`config.mk`:
```
export PLATFORM = sky130hd
export DESIGN_NAME = mdu_seq_flat
export DESIGN_NICKNAME = d
export VERILOG_FILES = /design/src/rtl/mdu_seq_if.sv /design/src/rtl/mdu_seq.sv /design/src/flat_wrapper.sv
export SDC_FILE = /design/constraint.sdc
export NUM_CORES = 2
export LEC_CHECK = 0
export BUFFER_PORTS_ARGS = -buffer_cell sky130_fd_sc_hd__buf_4
export CAP_MARGIN = 25
export CORE_AREA = 5 5 370 372
export DETAILED_ROUTE_END_ITERATION = 8
export DIE_AREA = 0 0 375 377
export PLACE_DENSITY_LB_ADDON = 0.15
export SLEW_MARGIN = 10
export SYNTH_ARGS = -nofsm -noshare
export SYNTH_HDL_FRONTEND = slang
export SYNTH_SLANG_ARGS = --single-unit
```
`constraint.sdc`:
```
create_clock -name clk -period 4.6 [get_ports clk]
set_clock_uncertainty 0.15 [all_clocks]
set_input_delay 0.69 -clock clk [delete_from_list [all_inputs] [get_ports clk]]
set_output_delay 0.69 -clock clk [all_outputs]
set_load 0.01 [all_outputs]
```
`src/rtl/mdu_seq_if.sv`:
```
`default_nettype none
// ============================================================================
// Module   : mdu_seq_if
// Purpose  : Issue/result bundle between the decode/execute stage and the
//            iterative multiply/divide sequencer.
// Signals  : start, op[2:0], word, a, b, rd_in, flush  -> requester drives
//            busy, stall, done, result, rd_out         -> sequencer drives
// Modports : master (requester side), slave (sequencer side)
// Revision : 1.0 - initial release
// ============================================================================
interface mdu_seq_if #(
  parameter int XLEN = 64
);
  logic            start;
  logic [2:0]      op;
  logic            word;
  logic [XLEN-1:0] a;
  logic [XLEN-1:0] b;
  logic [4:0]      rd_in;
  logic            flush;
  logic            busy;
  logic            stall;
  logic            done;
  logic [XLEN-1:0] result;
  logic [4:0]      rd_out;

  modport master (
    output start, op, word, a, b, rd_in, flush,
    input  busy, stall, done, result, rd_out
  );

  modport slave (
    input  start, op, word, a, b, rd_in, flush,
    output busy, stall, done, result, rd_out
  );
endinterface
`default_nettype wire

```
`src/rtl/mdu_seq.sv`:
```
`default_nettype none
// ============================================================================
// Module   : mdu_seq
// Purpose  : Iterative RV64 M-extension unit. Shift-add multiply or restoring
//            divide, one bit per cycle; special divide cases skip iteration.
// Ports    : clk          - clock
//            rst          - synchronous active-high reset
//            bus (slave)  - start/op/word/a/b/rd_in/flush in,
//                           busy/stall/done/result/rd_out out
// Revision : 1.0 - initial release
// ============================================================================
module mdu_seq #(
  parameter int XLEN = 64
) (
  input  logic        clk,
  input  logic        rst,
  mdu_seq_if.slave    bus
);
  typedef enum logic [1:0] {
    IDLE = 2'd0,
    CALC = 2'd1,
    FIX  = 2'd2,
    DONE = 2'd3
  } state_t;

  state_t            state_q, state_d;
  logic [2:0]        op_q, op_d;
  logic              word_q, word_d;
  logic [4:0]        rd_q, rd_d;
  logic [5:0]        cnt_q, cnt_d;
  // x: multiplicand (shifted left) or divisor; y: multiplier (shifted right)
  // or dividend/quotient; acc: product or partial remainder.
  logic [2*XLEN-1:0] x_q, x_d;
  logic [2*XLEN-1:0] acc_q, acc_d;
  logic [XLEN-1:0]   y_q, y_d;
  logic [XLEN-1:0]   result_q, result_d;
  logic              neg_q, neg_d;    // negate product / quotient
  logic              negr_q, negr_d;  // negate remainder (dividend sign)

  // ---------------- operand forming (issue cycle) ----------------
  logic            is_div, div_signed, sgn_a, sgn_b, a_neg, b_neg;
  logic            div_zero, div_ovf;
  logic [XLEN-1:0] a_ext, b_ext, mag_a, mag_b, min_neg;

  assign is_div     = bus.op[2];
  assign div_signed = is_div & ~bus.op[0];
  // W multiplies only keep the low 32 bits, so signedness is irrelevant there.
  assign sgn_a = is_div ? div_signed : (~bus.word & ((bus.op == 3'd1) | (bus.op == 3'd2)));
  assign sgn_b = is_div ? div_signed : (~bus.word & (bus.op == 3'd1));
  assign a_ext = bus.word ? {{(XLEN-32){sgn_a & bus.a[31]}}, bus.a[31:0]} : bus.a;
  assign b_ext = bus.word ? {{(XLEN-32){sgn_b & bus.b[31]}}, bus.b[31:0]} : bus.b;
  assign a_neg = sgn_a & a_ext[XLEN-1];
  assign b_neg = sgn_b & b_ext[XLEN-1];
  assign mag_a = a_neg ? -a_ext : a_ext;
  assign mag_b = b_neg ? -b_ext : b_ext;
  assign min_neg  = bus.word ? {{(XLEN-31){1'b1}}, 31'd0} : {1'b1, {(XLEN-1){1'b0}}};
  assign div_zero = (b_ext == '0);
  assign div_ovf  = div_signed & (a_ext == min_neg) & (b_ext == '1);

  // ---------------- restoring divide step ----------------
  logic [XLEN:0] r_sh, r_sub;
  logic          q_bit;
  logic [5:0]    last_cnt;

  assign r_sh     = {acc_q[XLEN-1:0], y_q[XLEN-1]};
  assign r_sub    = r_sh - {1'b0, x_q[XLEN-1:0]};
  // r_sh < 2*divisor, so a non-negative difference never sets the top bit.
  assign q_bit    = ~r_sub[XLEN];
  assign last_cnt = word_q ? 6'd31 : 6'd63;

  // ---------------- sign fix and result select ----------------
  logic [2*XLEN-1:0] prod;
  logic [XLEN-1:0]   quo, rem, sel;

  assign prod = neg_q  ? -acc_q : acc_q;
  assign quo  = neg_q  ? -y_q   : y_q;
  assign rem  = negr_q ? -acc_q[XLEN-1:0] : acc_q[XLEN-1:0];
  assign sel  = op_q[2] ? (op_q[1] ? rem : quo)
                        : (((op_q == 3'd0) | word_q) ? prod[XLEN-1:0] : prod[2*XLEN-1:XLEN]);

  always_comb begin
    state_d  = state_q;
    op_d     = op_q;
    word_d   = word_q;
    rd_d     = rd_q;
    cnt_d    = cnt_q;
    x_d      = x_q;
    acc_d    = acc_q;
    y_d      = y_q;
    result_d = result_q;
    neg_d    = neg_q;
    negr_d   = negr_q;

    if (bus.flush) begin
      state_d = IDLE;
      cnt_d   = '0;
    end else begin
      case (state_q)
        IDLE: begin
          if (bus.start) begin
            op_d   = bus.op;
            word_d = bus.word;
            rd_d   = bus.rd_in;
            cnt_d  = '0;
            acc_d  = '0;
            if (is_div & (div_zero | div_ovf)) begin
              // Preload quotient/remainder so FIX only has to select.
              neg_d   = 1'b0;
              negr_d  = 1'b0;
              x_d     = '0;
              y_d     = div_zero ? '1 : a_ext;
              acc_d   = div_zero ? {{XLEN{1'b0}}, a_ext} : '0;
              state_d = FIX;
            end else begin
              neg_d   = a_neg ^ b_neg;
              negr_d  = a_neg;
              x_d     = {{XLEN{1'b0}}, (is_div ? mag_b : mag_a)};
              // W divides only run 32 steps, so park the dividend in the top half.
              y_d     = is_div ? (bus.word ? {mag_a[31:0], {(XLEN-32){1'b0}}} : mag_a) : mag_b;
              state_d = CALC;
            end
          end
        end
        CALC: begin
          if (op_q[2]) begin
            acc_d = {{XLEN{1'b0}}, (q_bit ? r_sub[XLEN-1:0] : r_sh[XLEN-1:0])};
            y_d   = {y_q[XLEN-2:0], q_bit};
          end else begin
            if (y_q[0]) begin
              acc_d = acc_q + x_q;
            end
            x_d = x_q << 1;
            y_d = y_q >> 1;
          end
          if (cnt_q == last_cnt) begin
            cnt_d   = '0;
            state_d = FIX;
          end else begin
            cnt_d = cnt_q + 6'd1;
          end
        end
        FIX: begin
          result_d = word_q ? {{(XLEN-32){sel[31]}}, sel[31:0]} : sel;
          state_d  = DONE;
        end
        DONE: begin
          state_d = IDLE;
        end
        default: begin
          state_d = IDLE;
        end
      endcase
    end
  end

  always_ff @(posedge clk) begin
    if (rst) begin
      state_q  <= IDLE;
      op_q     <= '0;
      word_q   <= 1'b0;
      rd_q     <= '0;
      cnt_q    <= '0;
      x_q      <= '0;
      acc_q    <= '0;
      y_q      <= '0;
      result_q <= '0;
      neg_q    <= 1'b0;
      negr_q   <= 1'b0;
    end else begin
      state_q  <= state_d;
      op_q     <= op_d;
      word_q   <= word_d;
      rd_q     <= rd_d;
      cnt_q    <= cnt_d;
      x_q      <= x_d;
      acc_q    <= acc_d;
      y_q      <= y_d;
      result_q <= result_d;
      neg_q    <= neg_d;
      negr_q   <= negr_d;
    end
  end

  assign bus.busy   = (state_q != IDLE);
  assign bus.done   = (state_q == DONE);
  assign bus.result = result_q;
  assign bus.rd_out = rd_q;
  // Released in DONE so the consuming stage advances together with the result.
  assign bus.stall  = ((state_q == IDLE) & bus.start) | (state_q == CALC) | (state_q == FIX);
endmodule
`default_nettype wire

```
`src/flat_wrapper.sv`:
```
// flat-port wrapper written by rule: the top's interface ports become plain ports
module mdu_seq_flat 
#(
  parameter int XLEN = 64
)
  (clk, rst, bus_start, bus_op, bus_word, bus_a, bus_b, bus_rd_in, bus_flush, bus_busy, bus_stall, bus_done, bus_result, bus_rd_out);
  mdu_seq_if #(.XLEN(XLEN)) bus_i ();
  input  logic clk;
  input  logic rst;
  input wire logic [$bits(bus_i.start)-1:0] bus_start;
  input wire logic [$bits(bus_i.op)-1:0] bus_op;
  input wire logic [$bits(bus_i.word)-1:0] bus_word;
  input wire logic [$bits(bus_i.a)-1:0] bus_a;
  input wire logic [$bits(bus_i.b)-1:0] bus_b;
  input wire logic [$bits(bus_i.rd_in)-1:0] bus_rd_in;
  input wire logic [$bits(bus_i.flush)-1:0] bus_flush;
  output wire logic [$bits(bus_i.busy)-1:0] bus_busy;
  output wire logic [$bits(bus_i.stall)-1:0] bus_stall;
  output wire logic [$bits(bus_i.done)-1:0] bus_done;
  output wire logic [$bits(bus_i.result)-1:0] bus_result;
  output wire logic [$bits(bus_i.rd_out)-1:0] bus_rd_out;
  assign bus_i.start = bus_start;
  assign bus_i.op = bus_op;
  assign bus_i.word = bus_word;
  assign bus_i.a = bus_a;
  assign bus_i.b = bus_b;
  assign bus_i.rd_in = bus_rd_in;
  assign bus_i.flush = bus_flush;
  assign bus_busy = bus_i.busy;
  assign bus_stall = bus_i.stall;
  assign bus_done = bus_i.done;
  assign bus_result = bus_i.result;
  assign bus_rd_out = bus_i.rd_out;
  mdu_seq #(.XLEN(XLEN)) u_core (.clk(clk), .rst(rst), .bus(bus_i));
endmodule
```
# ---- Word-level counts from Yosys, hierarchy flattened
# Cells that the tools add are included.
dict set report totals {
  reg_bits 403
  in_bits 141
  output_inout_bits 72
}
dict set report classes {
  n_addsub 8
  eq_ne 12
  mux 43
  bitwise_logic 21
  reduce_logical 13
}
# cell count
set ops {}
lappend ops {{$mux 64} 20}
lappend ops {{$mux 128} 7}
lappend ops {{$pmux 128 s2} 2}
lappend ops {{$neg 64->64} 4}
lappend ops {{$add 128x128->128} 1}
lappend ops {{$neg 128->128} 1}
lappend ops {{$pmux 64 s2} 1}
lappend ops {{$sub 65x64->65} 1}
lappend ops {{$eq 64x64->1} 1}
lappend ops {{$eq 64x64->1 const B} 1}
lappend ops {{$logic_not 64->1} 1}
lappend ops {{$mux 63} 1}
lappend ops {{$mux 6} 3}
lappend ops {{$pmux 6 s2} 1}
lappend ops {{$and 1x1->1} 11}
lappend ops {{$pmux 2 s4} 1}
lappend ops {{$reduce_and 4->1} 2}
lappend ops {{$add 6x1->6 const B} 1}
lappend ops {{$eq 6x6->1} 1}
lappend ops {{$mux 2} 3}
lappend ops {{$reduce_and 2->1} 3}
lappend ops {{$reduce_and 3->1} 2}
lappend ops {{$or 1x1->1} 5}
lappend ops {{$eq 2x2->1 const B} 2}
lappend ops {{other kinds (13)} 21}

# ---- Longest topological paths before layout
dict set report logic_depth {
  ltp_word 14
  depth_mapped 16
}

# ---- Worst setup path before layout
# No wires, ideal clock.
dict set report synth_path {
  kind {flip-flop to flip-flop}
  from {register u_core.y_q[63]}
  to {register u_core.acc_q[10]}
  setup_time_ps 123
  arrival_time_ps 3899
  required_time_ps 4327
  slack_ps 429
  stages_incl_launch_ff 16
  synth_period_minus_slack_ps 4171
  cell_sequence {dfxtp_1 inv_1 ha_1 fa_1 nor2b_1 o2111ai_1 a2111oi_1 o31ai_1 a21oi_1 nor2_1 a21oi_1 xor2_1 buf_2 mux2_2 a221oi_1 nor2_1}
}
dict set report synth_via {
  elab_chain_cells 4
}
# item line
set synth_lines {}
lappend synth_lines {{start, declared} mdu_seq.sv:35} ;# logic [XLEN-1:0] y_q, y_d;
lappend synth_lines {{start signal, assigned} mdu_seq.sv:177} ;# y_q <= y_d;
lappend synth_lines {{$sub 65x64->65} mdu_seq.sv:66} ;# assign r_sub = r_sh - {1'b0, x_q[XLEN-1:0]};
lappend synth_lines {{$mux 64} mdu_seq.sv:126} ;# acc_d = {{XLEN{1'b0}}, (q_bit ? r_sub[XLEN-1:0] : r_sh[XLEN-1:0])};
lappend synth_lines {{$mux 128} mdu_seq.sv:125} ;# if (op_q[2]) begin
lappend synth_lines {{$pmux 128 s2} mdu_seq.sv:98} ;# case (state_q)
lappend synth_lines {{end signal, assigned} mdu_seq.sv:164} ;# acc_q <= '0;
lappend synth_lines {{end signal, assigned} mdu_seq.sv:176} ;# acc_q <= acc_d;
lappend synth_lines {{end, declared} mdu_seq.sv:34} ;# logic [2*XLEN-1:0] acc_q, acc_d;
# Every way passes these cells.
# A chain may end at the register's enable or synchronous reset.

# ---- Worst setup path in the final report
dict set report layout_path {
  from {register u_core.y_q[35]}
  to {register u_core.result_q[60], in the netlist u_core.bus.result[60]}
}
dict set report layout_via {
  elab_chain_cells 5
}
# item line
set layout_lines {}
lappend layout_lines {{$neg 64->64} mdu_seq.sv:76} ;# assign quo = neg_q ? -y_q : y_q;
lappend layout_lines {{$mux 64} mdu_seq.sv:76}
lappend layout_lines {{$mux 64 (2 in a row)} mdu_seq.sv:78} ;# assign sel = op_q[2] ? (op_q[1] ? rem : quo)
lappend layout_lines {{$mux 64} mdu_seq.sv:143} ;# result_d = word_q ? {{(XLEN-32){sel[31]}}, sel[31:0]} : sel;
lappend layout_lines {{end signal, assigned} mdu_seq.sv:178} ;# result_q <= result_d;
lappend layout_lines {{end, declared} mdu_seq.sv:36} ;# logic [XLEN-1:0] result_q, result_d;
# Every way passes these cells.

==> impl_metrics.toml <==
[logic_synthesis]
synth_top_area_share_pct = 19.1
synth.ff_latch_count = 403
yosys_warnings = 0
ys_types = 92
ys.flop_type = "dfxtp_1"
synth_nets = 6448
syn_area_per_cell_um2 = 6.93
synth_edf_count = 0
synth.yosys.seq_area_share_pct = 19.1
netlist_instances = 6103
yosys.area.top_type = "dfxtp_1"
synth.area.top_cells = "dfxtp_1, a21oi_1, o21ai_0"
syn_area_um2 = 42300
synth-async-reset-ratio_pct = 0

[cells_and_area]
final_util_pct = 38.0
final_cell_mix = "buf_4, nand2_1, a21oi_1"
drive_above_1_share_pct = 15.3
nFillCells = 14300
fin_area_um2 = 50500
syn2layout_area_growth_pct = 19.6
final_nets = 6747
layout_commonest_cell = "buf_4"

[routing]
num_vias = 51300
wl_mm = 251
drc = 0
initialDrtViolationCount = 6384
routedWlPerCell_um = 30.5
viasPerCell = 6.24
drt_first_pass_iters = 8
ant_nets = 0

[floorplanning]
placementRows = 134
die_y_um = 377
ioPinCount = 213
start_util_pct = 31.8
die_w_um = 375
core_um2 = 133000
die_area_um2 = 141000

[clocking]
clock-sinks = 403
clk_pin_slew_ns = 0.06
cts_root_buffer = "clkbuf_16"
cts_tree = "yes"
ctsHoldBuffers = 0
clkLatencyLatePin_ns = 0.68
h-tree-depth = 2
clk_path_buf_depth = 3
cts_buffers = 56

[setup_path]
cp.arrival_ns = 5.01
worstSetupPathType = "flip-flop to flip-flop"
end_kind = "flip-flop"
crit_start = "u_core.y_q[35]$_SDFFE_PP0P_"
rr_startpoint = "u_core.y_q[35]$_SDFFE_PP0P_"
crit_fanout = 4
required_ns = 5.00
startpoint_type = "flip-flop"

[timing]
period_needed_ns = 4.61
worst_slew_pin_slew_ns = 1.12
setup_violations = 2
setup_ws_ns = -0.0116
drv_slew = 0
hold_viol = 0
slew_headroom_pct = 25.0
fin_crit_sh_pct = 100
rsz0062_at_grt = "no"
fmax_ghz = 0.217

[min_path]
min_from = "bus_rd_in[3]"
min_path_type = "primary input to flip-flop"

[grt]
antenna_found_initial = 12
grtUsageTotal_pct = 33.6
grt_pass1_wl_mm = 352
grt-ovfl-total = 0
grt_max_degree = 119
grt_pass1_vias = 47100

[place]
place.port_buffers = 212
hpwl_mm = 200
place_area_um2 = 48500
gp_congestion = 1.02

[outcome]
failed_checks = "setup timing"
outcome = "finished with violations"

[power_and_ir_drop]
vdd_drop_max_v = 0.000263
power_mw = 14.8
p_per_area_nw_per_um2 = 294
p_leak_nw = 19.7

[run]
cap_violations = 0
==> report_power, final <==
part | internal, mW | total, mW | switching [mW]
clock network | 2.82 | 4.78 | 1.96
registers | 3.65 | 3.88 | 0.238
logic | 2.22 | 6.18 | 3.96
==> metal layers <==
layer	up-vias	track usage [%]	wire, µm
li1	23200	-	-
met1	24800	45.2	106000
met2	2748	50.7	105000
met3	541	6.55	22900
met4	4	17.8	16500
met5	-	0	27
==> cells by family after synthesis <==
| logic type | after synthesis | synth area share, % |
|---|---|---|
| flops | 403 | 19.1 |
| fa+ha+maj | 204 | 6.07 |
| xor+xnor | 462 | 9.57 |
| compound gates | 2199 | 33.1 |
| mux | 145 | 3.62 |
| simple gates | 2043 | 22.7 |
| buf+inv | 647 | 5.81 |
==> through the flow <==
stage / worst slack (ns) / std cells / setup TNS, ns / hold slack (ns)
after floorplan: 0.429 / 6103 / 0 / 0.286
after global placement: -0.383 / 8104 / -5.46 / 0.293
after detailed placement: -0.262 / 8108 / -4.42 / 0.301
after CTS: 0.0186 / 8214 / 0 / 0.0696
after global routing: 0.00243 / 8218 / 0 / 0.0921
final: -0.0116 / 8222 / -0.0168 / 0.106
==> path summary, 6_finish.rpt <==
kind / endpoint / slack (ns) / cells after the start
worst max-delay path: u_core.bus.result[60]$_SDFFE_PP0P_ / -0.01 / 12
worst min register to register: u_core.bus.result[27]$_SDFFE_PP0P_ / 0.31 / 2
worst max register to register: u_core.bus.result[60]$_SDFFE_PP0P_ / -0.01 / 12
worst min-delay path: u_core.bus.rd_out[3]$_SDFFE_PP0P_ / 0.11 / 3
==> cell type report <==
type,count,area [µm²],share of cell area [%]
Timing Repair Buffer,736,5740,11.4
Multi-Input combinational cell,5053,32000,63.3
Clock buffer,81,1610,3.18
Sequential cell,403,8080,16.0
Tap cell,1768,2210,4.38
Clock inverter,25,335,0.663
Antenna cell,4,10.0,0.0198
Inverter,152,572,1.13
==> critical path: stages, from the launching register on <==
cell	delay [ns]
dfxtp_1	0.31
or4_1	0.71
or4_1	0.65
nand3b_1	0.42
or3_1	0.60
nor4_2	0.31
nand2_1	0.16
o31ai_1	0.26
xor2_1	0.35
o22ai_1	0.15
nor3_1	0.20
buf_4	0.16
nor3_1	0.04
==> Yosys cell counts (13+ instances only) <==
library cell and n:
nor2_1 590, a32o_1 13, o41ai_1 32, a211o_1 19, and4_1 13, a211oi_1 137, buf_1 44, and3_1 41
inv_1 149, a21boi_0 24, mux2i_1 91, o22ai_1 25, o311ai_0 13, nand3_1 113, nor2b_1 27, nor4_1 72
buf_2 17, nand2_1 648, a31oi_1 83, nor3_1 162, o211ai_1 91, or2_2 24, or4_1 48, a2111oi_0 14
a22o_1 22, o21a_1 28, dfxtp_1 403, and2_1 32, mux2_2 53, o31ai_1 62, ha_1 202, a21o_1 118
a311oi_1 18, a21oi_1 625, nand4_1 118, o21bai_1 52, clkbuf_1 433, xor2_1 202, xnor2_1 260, a221oi_1 64
nand2b_1 38, o221ai_1 31, a22oi_1 86, o21ai_0 534, or3_1 56
==> repair_timing <==
item | in CTS | in global routing
pin swaps | 0 | 2
endpoints found under the setup margin | 39 | 74
gates resized for setup | 3 | 22
setup buffers | 0 | 3
==> sequential cells by signal (all words and copies together) (netlist names) <==
register	flops
u_core.op_q	3
u_core.acc_q	128
u_core.bus.rd_out	5
u_core.y_q	64
u_core.neg_q	1
u_core.bus.result	64
u_core.cnt_q	6
u_core.negr_q	1
u_core.x_q	128
u_core.state_q	2
u_core.word_q	1
Power figures use the tool's default switching activity.
